[src/rtl/uart_rx.sv]
`default_nettype none
// ============================================================================
// Module   : uart_rx
// Brief    : Oversampling UART receiver. Majority-of-3 mid-bit sampling,
//            optional even/odd parity, stop-bit check, break handling.
// Revision : 1.0 - initial release
// ============================================================================
module uart_rx #(
    parameter int DATA_WIDTH = 8
) (
    input  logic                  clk,
    input  logic                  rst,
    input  logic                  rx_in,
    input  logic                  par_en,
    input  logic                  par_type,
    input  logic [5:0]            prescale,
    output logic [DATA_WIDTH-1:0] p_data,
    output logic                  data_valid,
    output logic                  parity_error,
    output logic                  stop_error
);

    localparam int              c_BW   = $clog2(DATA_WIDTH + 1);
    localparam logic [c_BW-1:0] c_LAST = c_BW'(DATA_WIDTH - 1);

    typedef enum logic [2:0] {
        IDLE   = 3'd0,
        START  = 3'd1,
        DATA   = 3'd2,
        PARITY = 3'd3,
        STOP   = 3'd4
    } state_t;

    state_t                r_state;
    state_t                w_next;
    logic [5:0]            r_cnt;
    logic [5:0]            r_p;
    logic [c_BW-1:0]       r_bit_cnt;
    logic [DATA_WIDTH-1:0] r_shift;
    logic                  r_par_en;
    logic                  r_par_type;
    logic                  r_s0;
    logic                  r_s1;
    logic                  r_need_high;

    logic [5:0]            w_p_sel;
    logic [5:0]            w_half;
    logic                  w_detect;
    logic                  w_smp0;
    logic                  w_smp1;
    logic                  w_dec;
    logic                  w_end;
    logic                  w_maj;

    // Unsupported oversampling ratios fall back to 8 clocks per bit.
    assign w_p_sel  = (prescale == 6'd8 || prescale == 6'd16 || prescale == 6'd32) ? prescale : 6'd8;
    assign w_half   = {1'b0, r_p[5:1]};
    assign w_smp0   = (r_cnt == w_half - 6'd1);
    assign w_smp1   = (r_cnt == w_half);
    assign w_dec    = (r_cnt == w_half + 6'd1);
    assign w_end    = (r_cnt == r_p - 6'd1);
    // A start is only accepted once the line has been seen high after a break.
    assign w_detect = (r_state == IDLE) && !rx_in && !r_need_high;
    // Third sample is the live line value on the decision count.
    assign w_maj    = (r_s0 & r_s1) | (r_s0 & rx_in) | (r_s1 & rx_in);

    // State register.
    always_ff @(posedge clk or negedge rst) begin
        if (!rst) r_state <= IDLE;
        else      r_state <= w_next;
    end

    // Next-state logic; STOP leaves early so a following start is not missed.
    always_comb begin
        w_next = r_state;
        unique case (r_state)
            IDLE:    if (w_detect) w_next = START;
            START: begin
                if (w_dec && w_maj) w_next = IDLE;
                else if (w_end)     w_next = DATA;
            end
            DATA:    if (w_end && r_bit_cnt == c_LAST) w_next = r_par_en ? PARITY : STOP;
            PARITY:  if (w_end) w_next = STOP;
            STOP:    if (w_dec) w_next = IDLE;
            default: w_next = IDLE;
        endcase
    end

    // Edge counter; the detection cycle itself is count 0 of the start bit.
    always_ff @(posedge clk or negedge rst) begin
        if (!rst)                    r_cnt <= 6'd0;
        else if (r_state == IDLE)    r_cnt <= w_detect ? 6'd1 : 6'd0;
        else if (w_next == IDLE)     r_cnt <= 6'd0;
        else if (w_end)              r_cnt <= 6'd0;
        else                         r_cnt <= r_cnt + 6'd1;
    end

    // Frame configuration captured at start detection.
    always_ff @(posedge clk or negedge rst) begin
        if (!rst) begin
            r_p        <= 6'd8;
            r_par_en   <= 1'b0;
            r_par_type <= 1'b0;
        end else if (w_detect) begin
            r_p        <= w_p_sel;
            r_par_en   <= par_en;
            r_par_type <= par_type;
        end
    end

    // First two of the three mid-bit samples.
    always_ff @(posedge clk or negedge rst) begin
        if (!rst) begin
            r_s0 <= 1'b0;
            r_s1 <= 1'b0;
        end else if (r_state != IDLE) begin
            if (w_smp0) r_s0 <= rx_in;
            if (w_smp1) r_s1 <= rx_in;
        end
    end

    // Data bit counter and LSB-first shift register.
    always_ff @(posedge clk or negedge rst) begin
        if (!rst) begin
            r_bit_cnt <= '0;
            r_shift   <= '0;
        end else if (r_state == DATA) begin
            if (w_dec) r_shift <= {w_maj, r_shift[DATA_WIDTH-1:1]};
            if (w_end) r_bit_cnt <= (r_bit_cnt == c_LAST) ? '0 : r_bit_cnt + 1'b1;
        end else begin
            r_bit_cnt <= '0;
        end
    end

    // Break tracking: after a low stop bit, demand a high line before re-arming.
    always_ff @(posedge clk or negedge rst) begin
        if (!rst)                                  r_need_high <= 1'b0;
        else if (r_state == STOP && w_dec && !w_maj) r_need_high <= 1'b1;
        else if (rx_in)                            r_need_high <= 1'b0;
    end

    // Result outputs; errors clear only once a start bit is confirmed so a
    // rejected glitch leaves every output untouched.
    always_ff @(posedge clk or negedge rst) begin
        if (!rst) begin
            p_data       <= '0;
            data_valid   <= 1'b0;
            parity_error <= 1'b0;
            stop_error   <= 1'b0;
        end else begin
            data_valid <= 1'b0;
            if (r_state == START && w_dec && !w_maj) begin
                parity_error <= 1'b0;
                stop_error   <= 1'b0;
            end
            if (r_state == PARITY && w_dec)
                parity_error <= w_maj ^ (^r_shift) ^ r_par_type;
            if (r_state == STOP && w_dec) begin
                stop_error <= !w_maj;
                if (w_maj && !parity_error) begin
                    data_valid <= 1'b1;
                    p_data     <= r_shift;
                end
            end
        end
    end

endmodule
`default_nettype wire

[config.mk]
export PLATFORM = sky130hd
export DESIGN_NAME = uart_rx
export DESIGN_NICKNAME = d
export VERILOG_FILES = /design/src/rtl/uart_rx.sv
export SDC_FILE = /design/constraint.sdc
export NUM_CORES = 1
export LEC_CHECK = 0
export CORE_ASPECT_RATIO = 1.25
export CORE_MARGIN = 10
export CORE_UTILIZATION = 40
export CTS_CLUSTER_DIAMETER = 50
export DETAILED_ROUTE_END_ITERATION = 10
export SYNTH_ARGS = -nofsm -noshare
export SYNTH_HDL_FRONTEND = slang
export SYNTH_SLANG_ARGS = --single-unit
[constraint.sdc]
create_clock -name clk -period 2.3 [get_ports clk]
set_input_delay 0.46 -clock clk [delete_from_list [all_inputs] [get_ports clk]]
set_output_delay 0.46 -clock clk [all_outputs]
set_load 0.02 [all_outputs]
==> results of run 1 <==
-- critical path: stages, from the launching register on --
cell,delay (ns)
dfstp_2,0.67
nand2_4,0.08
o21a_4,0.22
nor4_4,0.30
nand2_2,0.09
or3_4,0.36
buf_8,0.15
mux2_4,0.29
-- power by group through the flow --
stage | Clock [uW] | Combinational [uW] | Sequential, uW
2_1_floorplan | 0 | 1130 | 1050
3_3_place_gp | 0 | 1590 | 1120
3_5_place_dp | 0 | 1610 | 1110
4_1_cts | 630 | 1660 | 1100
5_1_grt | 670 | 1950 | 1130
6_report | 619 | 1770 | 1110
-- layer usage --
metal  vias up  track usage  part of all wire
met5         -            0                 0
met4         0       0.0370             0.011
met3         6       0.0337             0.036
met2        20        0.221              0.53
met1       957        0.133              0.42
li1        966            -                 -
-- final cells by class --
type / instances / area (um^2) / area share
clock buffers: 6 / 82.6 / 0.0247
inverters: 13 / 48.8 / 0.0146
well taps: 85 / 106 / 0.0319
multi-input cells: 177 / 1460 / 0.438
clock inverters: 2 / 35.0 / 0.0105
flip-flops and latches: 43 / 1080 / 0.323
repair buffers: 60 / 526 / 0.157
-- synth_stat cells (2+ instances only) --
library cell / n / share of area
mux2_2: 10 / 0.044
inv_1: 13 / 0.019
buf_2: 4 / 0.0079
or4_1: 3 / 0.0089
nand3_1: 10 / 0.020
clkbuf_2: 2 / 0.0039
clkbuf_1: 3 / 0.0044
nor3_1: 8 / 0.016
or2_2: 2 / 0.0049
nand4_1: 3 / 0.0074
nand4b_1: 2 / 0.0069
nand2_1: 20 / 0.030
nand2b_1: 2 / 0.0049
nor2_1: 13 / 0.019
nor2b_1: 2 / 0.0049
or3_1: 4 / 0.0099
mux2_4: 8 / 0.047
a21oi_1: 8 / 0.016
a211oi_1: 5 / 0.015
a31o_2: 2 / 0.0069
buf_6: 3 / 0.013
o41ai_1: 2 / 0.0069
xnor2_1: 21 / 0.073
o21ai_0: 8 / 0.016
xor2_1: 13 / 0.045
and2_1: 2 / 0.0049
nor4_1: 3 / 0.0074
ha_1: 6 / 0.030
dfrtp_1: 42 / 0.41
o31ai_1: 2 / 0.0059
-- final timing paths --
check | start | endpoint | slack (ns) | depth (start not counted)
worst max-delay path | r_p[3] | p_data[6] | 0.03 | 7
worst min-delay path | rst | r_bit_cnt[0] | 0.12 | 2
worst max register to register | r_p[3] | p_data[6] | 0.03 | 7
worst min register to register | stop_error | stop_error | 0.51 | 2
max in group asynchronous | rst | r_p[3] | 1.90 | 2
min in group clk | stop_error | stop_error | 0.51 | 2
-- sequential cells by signal (all words and copies together), names as in the netlist --
signal and count:
r_par_type 1, p_data 8, r_par_en 1, parity_error 1, r_shift 8, r_s1 1
data_valid 1, r_cnt 6, r_need_high 1, stop_error 1, r_state 3, r_bit_cnt 4
r_p 6, r_s0 1
-- what timing repair did --
item                       4_1_cts  5_1_grt
setup buffers                    1        1
setup endpoints to repair       17       28
pin swaps                        4        6
hold endpoints to repair         0        0
gates cloned                     0        1
gates resized for setup          6       25
-- metrics by stage --
| stage | instance area, um^2 | hold WS (ns) |
|---|---|---|
| floorplan | 2560 | 0.164 |
| global placement | 3050 | 0.450 |
| detailed placement | 3050 | 0.453 |
| CTS | 3220 | 0.130 |
| global route | 3340 | 0.126 |
| finish | 3340 | 0.124 |
-- cell families after synthesis --
group,synth area share
AOI/OAI and AO/OA,0.0918
xor gates and xnor gates,0.117
adders and majority gates,0.0336
buffers and inverters,0.0518
DFF,0.425
muxes,0.0918
and+or+nand+nor,0.189
==> results by group, run 1 <==
Status
  – Status: complete, no violations

Pwr
  – Final Total Pwr: 3500 uW
  – Worst VDD drop: 603 uV
  – Pleak: between 0.001 and 0.0015 uW
  – Internal: about 2200 uW
  – Clock power share: 0.177
  – Gate power share: 0.506
  – Sw power: roughly 1300 uW
  – Power per cell area: ~1000 nW/um^2
  – Sw Share: 0.385
  – Part of the power in registers: 0.317

Logic synthesis
  – Mapped Area: around 2500 um^2
  – Post-synth ARST share: 1.00
  – Post-synth EDFFs: 0
  – Post-synthesis sequential area ratio: 0.425
  – Synth unique cells: 50
  – Yosys Warn Count: 0
  – Avg Inst Size Synth: approximately 10 um^2
  – Seq cells post-synth: 43
  – Top FF cell, synth: dfrtp_1
  – Net Count, Synth: between 200 and 300
  – Cells after Synth: approximately 250

Die
  – Cell row count: 32
  – Initial Util: 0.411
  – Total Die Area: between 9000 and 10000 um^2
  – Boundary pin count: 22
  – Core Area: slightly above 6000 um^2
  – Die height: between 100 and 150 um
  – Die width: approximately 91 um

Final layout
  – Layout cells sized above 1: 0.342
  – N_diodes: 0
  – Final core occ: 0.541
  – Finished Layout Cells: 386
  – Commonest non-fill, non-tap cell in the layout: dfrtp_1
  – Most frequent cells in the layout: dfrtp_1 (42), buf_4 (35), xnor2_1 (20), clkdlybuf4s50_1 (20), nand2_1 (19)
  – Area grow syn2layout: 31.7%
  – # nets final: 317
  – Fill count: approximately 580

Placement
  – Pre-CTS setup slack: -0.180 ns
  – DP Wirelength: 4370 um
  – # port buffers: 21
  – Placer Congestion: around 0.86
  – Placed Cells incl. Taps: 375

CTS
  – CTS root buffer: clkbuf_8
  – Number of hold buffers added after CTS: 0
  – Clock-pin slew on the worst setup and hold paths: 0.08 ns
  – Clk Latency, worst-skew pair: 0.30 ns
  – CTS tree: built
  – CTS buffer count: 5
  – Number of clock sinks: 43
  – Max H-tree Level: 2
  – CTS Buffer Depth: 2

Timing
  – Final Hold Fails: 0
  – Setup TNS: 0 ns
  – Max Slew Vio Count: 0
  – F_max: around 0.44 GHz
  – Worst relative slew slack: 0.662
  – Worst setup margin: ~0.033 ns
  – RSZ-0062 raised after global routing: true
  – Crit path time final: about 2.3 ns
  – Clock skew: about 0.0063 ns
  – Fin crit share: 0.986
  – Final setup viols: 0
  – Worst-Margin Slew: between 0.5 and 0.6 ns

GRT
  – Largest net degree at the start of global routing: 25
  – Gr ovfl total: 0
  – First-pass GRT wire length: slightly below 10000 um
  – Initial antenna violation count: 0
  – Vias in the first global route: 1998
  – GRT Util Overall: 0.121

Routing
  – Via Count: approximately 1900
  – DR pass1 iterations: 4
  – Number of vias per cell: about 5.0
  – Wire per inst: between 15 and 20 um
  – 1st-iter DRT viols: 66
  – DRC viols: 0
  – Post-route ant nets: 0
  – Post-Route WL: 5810 um

Worst setup path
  – Worst path required time: 2.48 ns
  – Endpoint class of the critical path: flip-flop
  – Worst Setup Start Kind: flip-flop
  – Critical path class: flip-flop to flip-flop
  – CP max FO: 7
  – Crit path DAT: between 2 and 2.5 ns

Min path
  – HP Class: primary input to asynchronous set/reset pin

Run
  – Total of max-cap violations: 0
Note: power is estimated with default switching activity, not from simulation.
==> run 2, diff against run 1 <==
--- a/config.mk
+++ b/config.mk
@@ -6,7 +6,6 @@
 export NUM_CORES = 1
 export LEC_CHECK = 0
 export CORE_ASPECT_RATIO = 1.25
-export CORE_MARGIN = 10
 export CORE_UTILIZATION = 40
 export CTS_CLUSTER_DIAMETER = 50
 export DETAILED_ROUTE_END_ITERATION = 10
==> run 2 against run 1 <==
Against the previous run:
- the run now ends with setup timing left
- worst hold slack gained 0.0016 ns
- critical path depth up 3
- clock power is 24% lower
- via count shrank 2.2%
- sequential share of layout area decreased by 0.26 points
- register-to-register slack lost 0.08 ns
- critical endpoint is now r_cnt[3]
- largest power group unchanged
==> results by group, run 2 (synthesis results as in run 1) <==
Worst setup path
  – Critical path class: flip-flop to flip-flop
  – Crit path DAT: around 2.5 ns
  – Largest stage delay on the critical path: 0.40 ns
  – Slowest-stage cell, CP: dfrtp_1
  – CP max FO: 6
  – Crit-path cells: buf_4 > ha_1 > and2_1 > a211o_1 > a31o_4 > nand2_2 > buf_4 > a311oi_2 > buf_4 > a211oi_1
  – Worst Setup Start Kind: flip-flop
  – Crit-path leading delay family: compound AO/OA/AOI/OAI gates
  – Worst path required time: 2.49 ns
  – Endpoint class of the critical path: flip-flop
  – CP bufs+invs: 3
  – Worst path most repeated cell: buf_4

Placement
  – DP Wirelength: around 3900 um
  – Placed Area: 3050 um^2
  – Pre-CTS setup slack: -0.246 ns
  – # port buffers: 21
  – Placer Congestion: ~0.80

Final layout
  – N_diodes: 0
  – Top flop regs: p_data x8, r_shift x8
  – # nets final: ~320
  – Most frequent cells in the layout: dfrtp_1 (42), buf_4 (33), xnor2_1 (20), clkdlybuf4s50_1 (20), nand2_1 (19)
  – Area grow syn2layout: 32.8%
  – Fin area: about 3400 um^2
  – Commonest non-fill, non-tap cell in the layout: dfrtp_1
  – Layout cells sized above 1: 0.342
  – Final core occ: 0.549

Timing
  – Max Slew Vio Count: 0
  – Worst relative slew slack: 0.659
  – F_max: between 0.4 and 0.5 GHz
  – Worst setup margin: -0.0436 ns
  – RSZ-0062 raised after global routing: true
  – Clock skew: about 0.0093 ns
  – Final Hold Fails: 0
  – Worst-Margin Slew: slightly above 0.5 ns
  – Crit path time final: ~2.3 ns
  – Fin crit share: 1.02
  – Final setup viols: 4

GRT
  – GRT Util Overall: 0.183
  – Initial antenna violation count: 0
  – Vias in the first global route: between 1500 and 2000
  – First-pass GRT wire length: ~9000 um
  – Gr ovfl total: 0
  – Largest net degree at the start of global routing: 24

Pwr
  – Gate power share: 0.541
  – Internal: 2070 uW
  – Power per cell area: approximately 1000 nW/um^2
  – Part of the power in registers: 0.322
  – Clock power share: 0.137
  – Sw power: ~1300 uW
  – Final Total Pwr: about 3400 uW
  – Worst VDD drop: 631 uV
  – Pleak: 0.00145 uW
  – Sw Share: 0.395

CTS
  – Clock-pin slew on the worst setup and hold paths: roughly 0.080 ns
  – Number of clock sinks: 43
  – CTS root buffer: clkbuf_8
  – Number of hold buffers added after CTS: 0
  – Max H-tree Level: 2
  – CTS tree: built
  – Clk Latency, worst-skew pair: roughly 0.3 ns
  – CTS Buffer Depth: 2
  – CTS buffer count: 5

Die
  – Cell row count: 32
  – Total Die Area: roughly 6700 um^2
  – Die height: just over 90 um
  – Initial Util: 0.414
  – Die width: 73.2 um
  – Boundary pin count: 22
  – Core Area: 6130 um^2

Routing
  – Post-route ant nets: 0
  – DRC viols: 0
  – Post-Route WL: 5420 um
  – 1st-iter DRT viols: 63
  – DR pass1 iterations: 4
  – Number of vias per cell: ~5
  – Wire per inst: between 10 and 15 um
  – Via Count: 1906

Status
  – Status: complete, but fails checks
  – Failing checks: setup timing

Min path
  – HP Class: primary input to asynchronous set/reset pin

Run
  – Total of max-cap violations: 0
==> run 2: cell count changes in the layout (fill, tap and decap cells not counted), moves of 2 or more <==
cell / previous run / this run
buf_6: 2 / 4
buf_4: 35 / 33
ha_2: 2 / 0
ha_4: 1 / 3
==> run 2: power by group through the flow <==
stage                     Sequential, uW  Combinational (uW)  Clock [uW]
final                               1100                1850         468
after global routing                1120                2020         517
after CTS                           1100                1640         491
after detailed placement            1110                1580           0
after global placement              1110                1570           0
after floorplan                     1050                1130           0
==> run 2: worst register-to-register path, stage by stage (launching register included) <==
cell	delay (ns)
dfrtp_1	0.40
buf_4	0.17
ha_1	0.21
and2_1	0.18
a211o_1	0.31
a31o_4	0.25
nand2_2	0.08
buf_4	0.12
a311oi_2	0.08
buf_4	0.18
a211oi_1	0.26
==> run 2: cell type report <==
class / count / area, um^2
fill: 563 / 2760
multi-input combinational: 177 / 1510
sequential: 43 / 1080
timing repair buffer: 60 / 538
tap: 85 / 106
clock buffer: 6 / 72.6
inverter: 13 / 48.8
clock inverter: 2 / 12.5
==> run 2: worst paths after layout <==
kind | start | endpoint | slack (ns) | depth (start not counted)
setup / recovery | r_p[1] | r_cnt[3] | -0.04 | 10
hold / removal | rst | r_p[4] | 0.13 | 1
setup reg to reg | r_p[1] | r_cnt[3] | -0.04 | 10
hold reg to reg | p_data[2] | p_data[2] | 0.52 | 1
max in group asynchronous | rst | r_shift[7] | 1.67 | 2
min in group clk | p_data[2] | p_data[2] | 0.52 | 1
==> run 2: through the flow <==
stage	cells	TNS [ns]	hold slack, ns
2_1_floorplan	246	0	0.164
3_3_place_gp	372	-2.41	0.464
3_5_place_dp	372	-2.62	0.464
4_1_cts	382	-0.0464	0.136
5_1_grt	386	-0.990	0.152
6_report	386	-0.0518	0.126
==> run 2: what timing repair did <==
| item | 4_1_cts | 5_1_grt |
|---|---|---|
| setup buffers | 1 | 5 |
| endpoints found under the setup margin | 22 | 28 |
| pin swaps | 2 | 16 |
| cloned | 1 | 0 |
| gates resized for setup | 8 | 29 |
==> run 2: metal layers <==
layer,up-vias,track usage,wire [um]
met5,-,0,0
met4,0,0.0588,76
met3,6,0.0333,108
met2,20,0.303,2780
met1,918,0.237,2460
li1,962,-,-
